File: config.mk
export PLATFORM = sky130hd
export DESIGN_NAME = axi_lite_master
export DESIGN_NICKNAME = d
export VERILOG_FILES = /design/src/rtl/axi_lite_master_pkg.sv /design/src/rtl/axi_lite_timeout.sv /design/src/rtl/axi_lite_master.sv
export SDC_FILE = /design/constraint.sdc
export NUM_CORES = 1
export LEC_CHECK = 0
export ABC_CLOCK_PERIOD_IN_PS = 2800
export BUFFER_PORTS_ARGS = -buffer_cell sky130_fd_sc_hd__buf_2
export CAP_MARGIN = 20
export CORE_MARGIN = 2
export CORE_UTILIZATION = 48
export DETAILED_ROUTE_END_ITERATION = 8
export PLACE_DENSITY = 0.77
export SYNTH_ARGS = -nofsm -noshare
export SYNTH_HDL_FRONTEND = slang
export SYNTH_SLANG_ARGS = --single-unit
File: constraint.sdc
create_clock -name clk -period 2.8 [get_ports clk]
set_input_delay 0.42 -clock clk [delete_from_list [all_inputs] [get_ports clk]]
set_output_delay 0.42 -clock clk [all_outputs]
set_load 0.05 [all_outputs]
File: src/rtl/axi_lite_master_pkg.sv
// Shared definitions for the AXI-Lite master: response codes and FSM states.
package axi_lite_master_pkg;

  localparam logic [1:0] AXI_RESP_OKAY   = 2'b00;
  localparam logic [1:0] AXI_RESP_EXOKAY = 2'b01;
  localparam logic [1:0] AXI_RESP_SLVERR = 2'b10;
  localparam logic [1:0] AXI_RESP_DECERR = 2'b11;

  typedef enum logic [2:0] {
    ST_IDLE,
    ST_WRITE_ADDR_DATA,
    ST_WRITE_RESP,
    ST_READ_ADDR,
    ST_READ_DATA,
    ST_RESPOND
  } state_t;

endpackage

File: src/rtl/axi_lite_timeout.sv
// Watchdog counter: expire_o fires on the TIMEOUT_CYCLES-th enabled cycle since clear.
module axi_lite_timeout #(
  parameter int TIMEOUT_CYCLES = 1024
) (
  input  logic clk,
  input  logic rst,
  input  logic clear_i,
  input  logic enable_i,
  output logic expire_o
);

  if (TIMEOUT_CYCLES == 0) begin : g_off
    logic unused_inputs;
    assign unused_inputs = ^{clk, rst, clear_i, enable_i};
    assign expire_o      = 1'b0;
  end else begin : g_on
    localparam int CNT_W = $clog2(TIMEOUT_CYCLES + 1);
    localparam logic [CNT_W-1:0] LAST = CNT_W'(TIMEOUT_CYCLES - 1);
    logic [CNT_W-1:0] cnt_q;

    assign expire_o = enable_i && (cnt_q == LAST);

    always_ff @(posedge clk) begin
      if (rst || clear_i) begin
        cnt_q <= '0;
      end else if (enable_i && !expire_o) begin
        cnt_q <= cnt_q + 1'b1;
      end
    end
  end

endmodule

File: src/rtl/axi_lite_master.sv
// Single-outstanding AXI-Lite initiator driven by a valid/ready command port,
// with a one-cycle response strobe and an optional watchdog abort.
module axi_lite_master
  import axi_lite_master_pkg::*;
#(
  parameter int ADDR_WIDTH     = 32,
  parameter int DATA_WIDTH     = 32,
  parameter int STROBE_WIDTH   = DATA_WIDTH / 8,
  parameter int TIMEOUT_CYCLES = 1024
) (
  input  logic                    clk,
  input  logic                    rst,
  input  logic                    i_cmd_valid,
  output logic                    o_cmd_ready,
  input  logic                    i_cmd_write,
  input  logic [ADDR_WIDTH-1:0]   i_cmd_addr,
  input  logic [DATA_WIDTH-1:0]   i_cmd_data,
  input  logic [STROBE_WIDTH-1:0] i_cmd_strb,
  output logic                    o_rsp_valid,
  output logic [DATA_WIDTH-1:0]   o_rsp_data,
  output logic [1:0]              o_rsp_resp,
  output logic                    o_rsp_timeout,
  output logic                    o_awvalid,
  output logic [ADDR_WIDTH-1:0]   o_awaddr,
  input  logic                    i_awready,
  output logic                    o_wvalid,
  output logic [DATA_WIDTH-1:0]   o_wdata,
  output logic [STROBE_WIDTH-1:0] o_wstrb,
  input  logic                    i_wready,
  input  logic                    i_bvalid,
  input  logic [1:0]              i_bresp,
  output logic                    o_bready,
  output logic                    o_arvalid,
  output logic [ADDR_WIDTH-1:0]   o_araddr,
  input  logic                    i_arready,
  input  logic                    i_rvalid,
  input  logic [DATA_WIDTH-1:0]   i_rdata,
  input  logic [1:0]              i_rresp,
  output logic                    o_rready
);

  state_t                  state_q, state_d;
  logic                    cmd_ready_q, cmd_ready_d;
  logic                    awvalid_q, awvalid_d;
  logic [ADDR_WIDTH-1:0]   awaddr_q, awaddr_d;
  logic                    wvalid_q, wvalid_d;
  logic [DATA_WIDTH-1:0]   wdata_q, wdata_d;
  logic [STROBE_WIDTH-1:0] wstrb_q, wstrb_d;
  logic                    bready_q, bready_d;
  logic                    arvalid_q, arvalid_d;
  logic [ADDR_WIDTH-1:0]   araddr_q, araddr_d;
  logic                    rready_q, rready_d;
  logic                    rsp_valid_q, rsp_valid_d;
  logic [DATA_WIDTH-1:0]   rsp_data_q, rsp_data_d;
  logic [1:0]              rsp_resp_q, rsp_resp_d;
  logic                    rsp_timeout_q, rsp_timeout_d;

  logic wd_enable, wd_expire;
  logic aw_ok, w_ok;

  assign wd_enable = (state_q != ST_IDLE) && (state_q != ST_RESPOND);

  axi_lite_timeout #(
    .TIMEOUT_CYCLES(TIMEOUT_CYCLES)
  ) u_timeout (
    .clk      (clk),
    .rst      (rst),
    .clear_i  (!wd_enable),
    .enable_i (wd_enable),
    .expire_o (wd_expire)
  );

  // A channel counts as done once its valid has dropped or is handshaking now.
  assign aw_ok = !awvalid_q || i_awready;
  assign w_ok  = !wvalid_q  || i_wready;

  always_comb begin
    state_d       = state_q;
    cmd_ready_d   = cmd_ready_q;
    awvalid_d     = awvalid_q;
    awaddr_d      = awaddr_q;
    wvalid_d      = wvalid_q;
    wdata_d       = wdata_q;
    wstrb_d       = wstrb_q;
    bready_d      = bready_q;
    arvalid_d     = arvalid_q;
    araddr_d      = araddr_q;
    rready_d      = rready_q;
    rsp_valid_d   = 1'b0;
    rsp_data_d    = rsp_data_q;
    rsp_resp_d    = rsp_resp_q;
    rsp_timeout_d = rsp_timeout_q;

    case (state_q)
      ST_IDLE: begin
        cmd_ready_d = 1'b1;
        if (i_cmd_valid && cmd_ready_q) begin
          cmd_ready_d = 1'b0;
          if (i_cmd_write) begin
            awvalid_d = 1'b1;
            wvalid_d  = 1'b1;
            bready_d  = 1'b1;
            awaddr_d  = i_cmd_addr;
            wdata_d   = i_cmd_data;
            wstrb_d   = i_cmd_strb;
            state_d   = ST_WRITE_ADDR_DATA;
          end else begin
            arvalid_d = 1'b1;
            rready_d  = 1'b1;
            araddr_d  = i_cmd_addr;
            state_d   = ST_READ_ADDR;
          end
        end
      end
      ST_WRITE_ADDR_DATA: begin
        if (awvalid_q && i_awready) awvalid_d = 1'b0;
        if (wvalid_q && i_wready)   wvalid_d  = 1'b0;
        if (aw_ok && w_ok) begin
          state_d = ST_WRITE_RESP;
          if (i_bvalid) begin
            bready_d      = 1'b0;
            rsp_valid_d   = 1'b1;
            rsp_data_d    = '0;
            rsp_resp_d    = i_bresp;
            rsp_timeout_d = 1'b0;
            state_d       = ST_RESPOND;
          end
        end
      end
      ST_WRITE_RESP: begin
        if (i_bvalid) begin
          bready_d      = 1'b0;
          rsp_valid_d   = 1'b1;
          rsp_data_d    = '0;
          rsp_resp_d    = i_bresp;
          rsp_timeout_d = 1'b0;
          state_d       = ST_RESPOND;
        end
      end
      ST_READ_ADDR: begin
        if (i_arready) begin
          arvalid_d = 1'b0;
          state_d   = ST_READ_DATA;
          if (i_rvalid) begin
            rready_d      = 1'b0;
            rsp_valid_d   = 1'b1;
            rsp_data_d    = i_rdata;
            rsp_resp_d    = i_rresp;
            rsp_timeout_d = 1'b0;
            state_d       = ST_RESPOND;
          end
        end
      end
      ST_READ_DATA: begin
        if (i_rvalid) begin
          rready_d      = 1'b0;
          rsp_valid_d   = 1'b1;
          rsp_data_d    = i_rdata;
          rsp_resp_d    = i_rresp;
          rsp_timeout_d = 1'b0;
          state_d       = ST_RESPOND;
        end
      end
      ST_RESPOND: begin
        cmd_ready_d = 1'b1;
        state_d     = ST_IDLE;
      end
      default: state_d = ST_IDLE;
    endcase

    // Watchdog abort overrides whatever the channel logic decided this cycle.
    if (wd_expire) begin
      awvalid_d     = 1'b0;
      wvalid_d      = 1'b0;
      bready_d      = 1'b0;
      arvalid_d     = 1'b0;
      rready_d      = 1'b0;
      rsp_valid_d   = 1'b1;
      rsp_data_d    = '0;
      rsp_resp_d    = AXI_RESP_SLVERR;
      rsp_timeout_d = 1'b1;
      state_d       = ST_RESPOND;
    end
  end

  always_ff @(posedge clk) begin
    if (rst) begin
      state_q       <= ST_IDLE;
      cmd_ready_q   <= 1'b0;
      awvalid_q     <= 1'b0;
      awaddr_q      <= '0;
      wvalid_q      <= 1'b0;
      wdata_q       <= '0;
      wstrb_q       <= '0;
      bready_q      <= 1'b0;
      arvalid_q     <= 1'b0;
      araddr_q      <= '0;
      rready_q      <= 1'b0;
      rsp_valid_q   <= 1'b0;
      rsp_data_q    <= '0;
      rsp_resp_q    <= AXI_RESP_OKAY;
      rsp_timeout_q <= 1'b0;
    end else begin
      state_q       <= state_d;
      cmd_ready_q   <= cmd_ready_d;
      awvalid_q     <= awvalid_d;
      awaddr_q      <= awaddr_d;
      wvalid_q      <= wvalid_d;
      wdata_q       <= wdata_d;
      wstrb_q       <= wstrb_d;
      bready_q      <= bready_d;
      arvalid_q     <= arvalid_d;
      araddr_q      <= araddr_d;
      rready_q      <= rready_d;
      rsp_valid_q   <= rsp_valid_d;
      rsp_data_q    <= rsp_data_d;
      rsp_resp_q    <= rsp_resp_d;
      rsp_timeout_q <= rsp_timeout_d;
    end
  end

  assign o_cmd_ready   = cmd_ready_q;
  assign o_awvalid     = awvalid_q;
  assign o_awaddr      = awaddr_q;
  assign o_wvalid      = wvalid_q;
  assign o_wdata       = wdata_q;
  assign o_wstrb       = wstrb_q;
  assign o_bready      = bready_q;
  assign o_arvalid     = arvalid_q;
  assign o_araddr      = araddr_q;
  assign o_rready      = rready_q;
  assign o_rsp_valid   = rsp_valid_q;
  assign o_rsp_data    = rsp_data_q;
  assign o_rsp_resp    = rsp_resp_q;
  assign o_rsp_timeout = rsp_timeout_q;

endmodule
======== Word level (Yosys, flattened, before mapping) ========
Cells that the tools add are included.
W data, S select, Z words.
cells by class
  add/subtract/negate cells ............... 1
  multiply operators ...................... 0
  divide/modulo/power cells ............... 0
  order comparisons ....................... 0
  equality and inequality tests ........... 21
  shifts and indexed selects .............. 0
  mux-type cells .......................... 51
  bitwise operators ....................... 1
  reductions and logical operators ........ 35
operator list
  operator                 count
  $mux W32                 4
  $pmux W32 S4             1
  $mux W1                  23
  $mux W3                  7
  $reduce_and A4 Y1        5
  $ne A2 B2 Y1 const B     9
  $ne A3 B2 Y1 const B     5
  $pmux W3 S5              1
  $mux W2                  6
  $reduce_and A3 Y1        4
  $add A11 B1 Y11 const B  1
  $eq A11 B10 Y1 const B   1
  $reduce_and A5 Y1        2
  $reduce_bool A3 Y1       3
  $pmux W1 S2              4
  $pmux W1 S4              2
  $pmux W2 S4              1
  $logic_and A1 B1 Y1      7
  $eq A3 B2 Y1 const B     2
  $eq A3 B3 Y1 const B     2
  $pmux W1 S3              2
  $reduce_bool A2 Y1       3
  $reduce_bool A5 Y1       1
  $logic_not A1 Y1         4
  other kinds (7)          9
word-level totals
  flip-flop bits (word level) ............. 156
  latch bits .............................. 0
  RAM bits ................................ 0
  ROM bits ................................ 0
  input bits .............................. 113
  output and inout bits ................... 142
  memories kept ........................... 0

======== Longest topological paths before layout ========
  depth after elaboration ................. 6
  gate-level depth with buffers ........... 10
  gate-level depth less buffers ........... 6

======== By module ========
A second synthesis with hierarchy kept.
unflattened totals
  cell total of the unflattened synthesis .. 769
  area total of the unflattened synthesis .. 6189.7 sq um
by module, submodules not included
  module            instances  cells an instance  area an instance (sq um)
  axi_lite_master   1          699                5584.1
  axi_lite_timeout  1          70                 605.6

======== Least setup slack after synthesis ========
No wires, ideal clock.
  path type ............................... register to register
  start ................................... reg u_timeout.g_on.cnt_q[0]
  end ..................................... reg rsp_data_q[13], in the netlist o_rsp_data[13]
  library setup time ...................... 0.118 ns
  data arrival time ....................... 1.860 ns
  path slack .............................. 0.823 ns
  cell stages (with the launch flop) ...... 11
  clock period less this slack ............ 1.977 ns
  path through ............................ dfxtp_1 ha_1 nand3b_1 or3_1 buf_6 or2_1 buf_6 nand2b_4 buf_6 buf_8 a21oi_1
between the ends
  word-level cells in the longest chain between the ends .. 3
RTL lines
  item                               RTL line                text
  start, declared                    axi_lite_timeout.sv:19  logic [CNT_W-1:0] cnt_q;
  start signal, assigned             axi_lite_timeout.sv:27  cnt_q <= cnt_q + 1'b1;
  $eq A11 B10 Y1                     axi_lite_timeout.sv:21  assign expire_o = enable_i && (cnt_q == LAST);
  $logic_and A1 B1 Y1                axi_lite_timeout.sv:21
  $reduce_or A2 Y1 (no source line)  -
  end signal, assigned               axi_lite_master.sv:216  rsp_data_q <= rsp_data_d;
  end, declared                      axi_lite_master.sv:54   logic [DATA_WIDTH-1:0] rsp_data_q, rsp_data_d;
Every way passes these cells.
A chain may end at the register's enable or synchronous reset.

==> summary.md <==
| Metric | Value |
|---|---|
| Status | `finished clean` |
| Nets@finish | `1088` |
| Least-Margin Pin Slew | `0.747 ns` |
| Max_slew headroom | `50.2%` |
| Post-Route WL | `16200 um` |
| Dominant cell type by area after synthesis | `dfxtp_1` |
| Syn. warnings | `0` |
| Sink Count | `156` |
| Cts hold-fix bufs | `0` |
| Sequential share of power | `37.2%` |
| Post-route core utilization | `65.0%` |
| Final Hold Violating Endpoints | `0` |
| Resized Gates After CTS | `0` |
| Worst EP arrival | `2.60 ns` |
| Cell Rows | `40` |
| Sequential fraction of the synthesis area | `52.3%` |
| Avg Inst Size Synth | `7.96 um2` |
| Vias/cell | `5.00` |
| DR WL/cell | `14.1 um` |
| Fin crit share | `82.8%` |
| Num ports | `255` |
| Power Total | `7000 uW` |
| DR iter-0 viols | `317` |
| CP Class | `flop to flop` |
| CP endpoint kind | `flop` |
| CP required | `3.08 ns` |
| Switch share | `38.1%` |
| Most frequent cells in the layout | `buf_2 (253), nand2_1 (248), dfxtp_1 (156)` |
| First-pass DRT Iterations | `5` |
| Largest cells by area after synthesis | `dfxtp_1 (52%), nand2_1 (16%), a21oi_1 (12%)` |
| Clock latency on the worst-skew pair | `0.42 ns` |
| Worst Setup Start Kind | `flop` |
| Post-synth EDFFs | `0` |
| CP cell instances | `ha_1, nand3b_1, or3_1, or2_1, nand2b_4, nor3_1` |
| CP top delay family | `simple AND/OR/NAND/NOR gates` |
| Port buffer count | `254` |
| Vias in the first global route | `5218` |
| # Post-CTS Setup Buffers | `0` |
| Initial antenna violation count | `0` |
| Final Setup Violations | `0` |
| Detail Placement HPWL | `11100 um` |
| Post-Syn Area | `5970 um2` |
| Critical Path Fanout Max | `39` |
| Area grow syn2layout | `31.2%` |
| Synth Flop Type | `dfxtp_1` |
| Final Skew | `0.00770 ns` |
| Core Region | `12100 um2` |
| CP max stage delay | `0.49 ns` |
| Pin count of the biggest net entering global routing | `61` |
| P_sw | `2670 uW` |
| Max cap viols | `0` |
| Slew Limit Fails | `0` |
| Final setup TNS | `0 ns` |
| N_diodes | `0` |
| Clk slew on worst S/H paths | `0.06 ns` |
| Max Root-Sink Buffers | `2` |
| Gpl congestion | `0.821` |
| Int Power | `4340 uW` |
| H-tree levels | `4` |
| Share of layout cells above drive strength 1 | `31.1%` |
| Die area | `13400 um2` |
| First-pass GRT wire length | `25400 um` |
| Filler Cells Inserted | `1102` |
| Starting Density | `49.5%` |
| DIE HEIGHT | `116 um` |
| Leak | `0.00342 uW` |
| Clock network power share | `32.5%` |
| Yosys top cell area share | `52.3%` |
| CTS tree | `done` |
| Remaining routing DRC violations | `0` |
| RSZ-0062 raised after global routing | `false` |
| CP max stage cell | `or3_1` |
| Most common cell after layout, fill and taps aside | `buf_2` |
| Buf/Inv on CP | `0` |
| Syn Nets | `865` |
| Num CTS Buffers | `17` |
| Logic gate share of total power | `30.3%` |
| Yosys cell types | `46` |
| Post-Syn Instances | `751` |
| Max IR drop VDD | `0.570 mV` |
| Fin crit period | `2.32 ns` |
| Async set or reset register ratio after synthesis | `0%` |
| Clock root buffer | `clkbuf_16` |
| Horiz. Die Dim | `116 um` |
| GRT overflow | `0` |
| Power Density | `893 nW/um2` |
| Post-route ant nets | `0` |
| GRT Overall Usage | `24.1%` |
| Hold Crit Class | `input port to flop` |
| Register bit count reported by yosys | `156` |
| Max Clock Freq | `0.431 GHz` |
| Via count | `5780` |
## power groups by stage
stage	registers (uW)	logic (uW)	clock network, uW
4_1_cts	2600	2120	2330
6_report	2600	2120	2280
3_5_place_dp	2650	2120	0
3_3_place_gp	2640	2110	0
5_1_grt	2630	2300	2430
2_1_floorplan	3180	1120	0
## kinds of logic after synthesis
logic type               share of synthesized area (%)
AO/OA/AOI/OAI                                     15.1
XOR/XNOR                                          1.32
adder cells (fa/ha/maj)                          0.209
buffers and inverters                             5.44
flip-flops                                        52.3
multiplexers                                     0.838
AND/OR/NAND/NOR                                   24.9
## Yosys cell counts, drive strengths merged (5+ instances only)
library cell,n
nor3,6
o21ai,8
nor2b,7
nand2,248
dfxtp,156
nand4,7
clkbuf,30
buf,29
a21oi,143
nor2,25
xor2,7
nand3,35
mux2i,5
nand2b,8
## per-layer routing
metal  global-route usage, %  part of all wire, %  up-vias
met5                       0                    0        -
li1                        -                    -     2935
met3                    9.36                  9.3       23
met4                    8.92                  1.8        0
met1                    29.3                   42     2597
met2                    38.7                   47      225
## sequential cells by signal, summed over array words and instances, names as in the netlist, 3 cells and up, named ones only
| signal | count |
|---|---|
| state_q | 3 |
| o_wstrb | 4 |
| o_rsp_data | 32 |
| u_timeout.g_on.cnt_q | 11 |
| o_awaddr | 32 |
| o_araddr | 32 |
| o_wdata | 32 |
## worst paths after layout
| kind | slack [ns] | end | from | depth (start not counted) |
|---|---|---|---|---|
| min reg2reg | 0.44 | u_timeout.g_on.cnt_q[10]$_SDFFE_PP0P_ | u_timeout.g_on.cnt_q[10]$_SDFFE_PP0P_ | 2 |
| max reg2reg | 0.48 | flop | u_timeout.g_on.cnt_q[0]$_SDFFE_PP0P_ | 6 |
| min | 0.24 | o_wdata[23]$_SDFFE_PP0P_ | i_cmd_data[23] | 3 |
| max | 0.48 | flop | u_timeout.g_on.cnt_q[0]$_SDFFE_PP0P_ | 6 |
## worst min-delay path, stage by stage
cell     delay [ns]
buf_2          0.09
nand2_1        0.04
a21oi_1        0.05
## final cells by class
class                   instances  area, um2  share of cell area, %
inverters                       4       15.0                  0.192
multi-input cells             532       2530                   32.3
clock buffers                  17        425                   5.43
well taps                     168        210                   2.68
clock inverters                15        164                   2.09
flip-flops and latches        156       3120                   39.8
repair buffers                263       1370                   17.4
## metrics by stage
| stage | cell area, um2 | std cells | worst slack (ns) | hold WS (ns) |
|---|---|---|---|---|
| final | 7840 | 1155 | 0.482 | 0.235 |
| after global routing | 7840 | 1155 | 0.276 | 0.213 |
| after CTS | 7840 | 1155 | 0.492 | 0.217 |
| after detailed placement | 7250 | 1123 | 0.495 | 0.422 |
| after global placement | 7250 | 1123 | 0.559 | 0.418 |
| after floorplan | 5970 | 751 | 0.823 | 0.403 |
No activity file was read; power rests on OpenSTA's default activity.
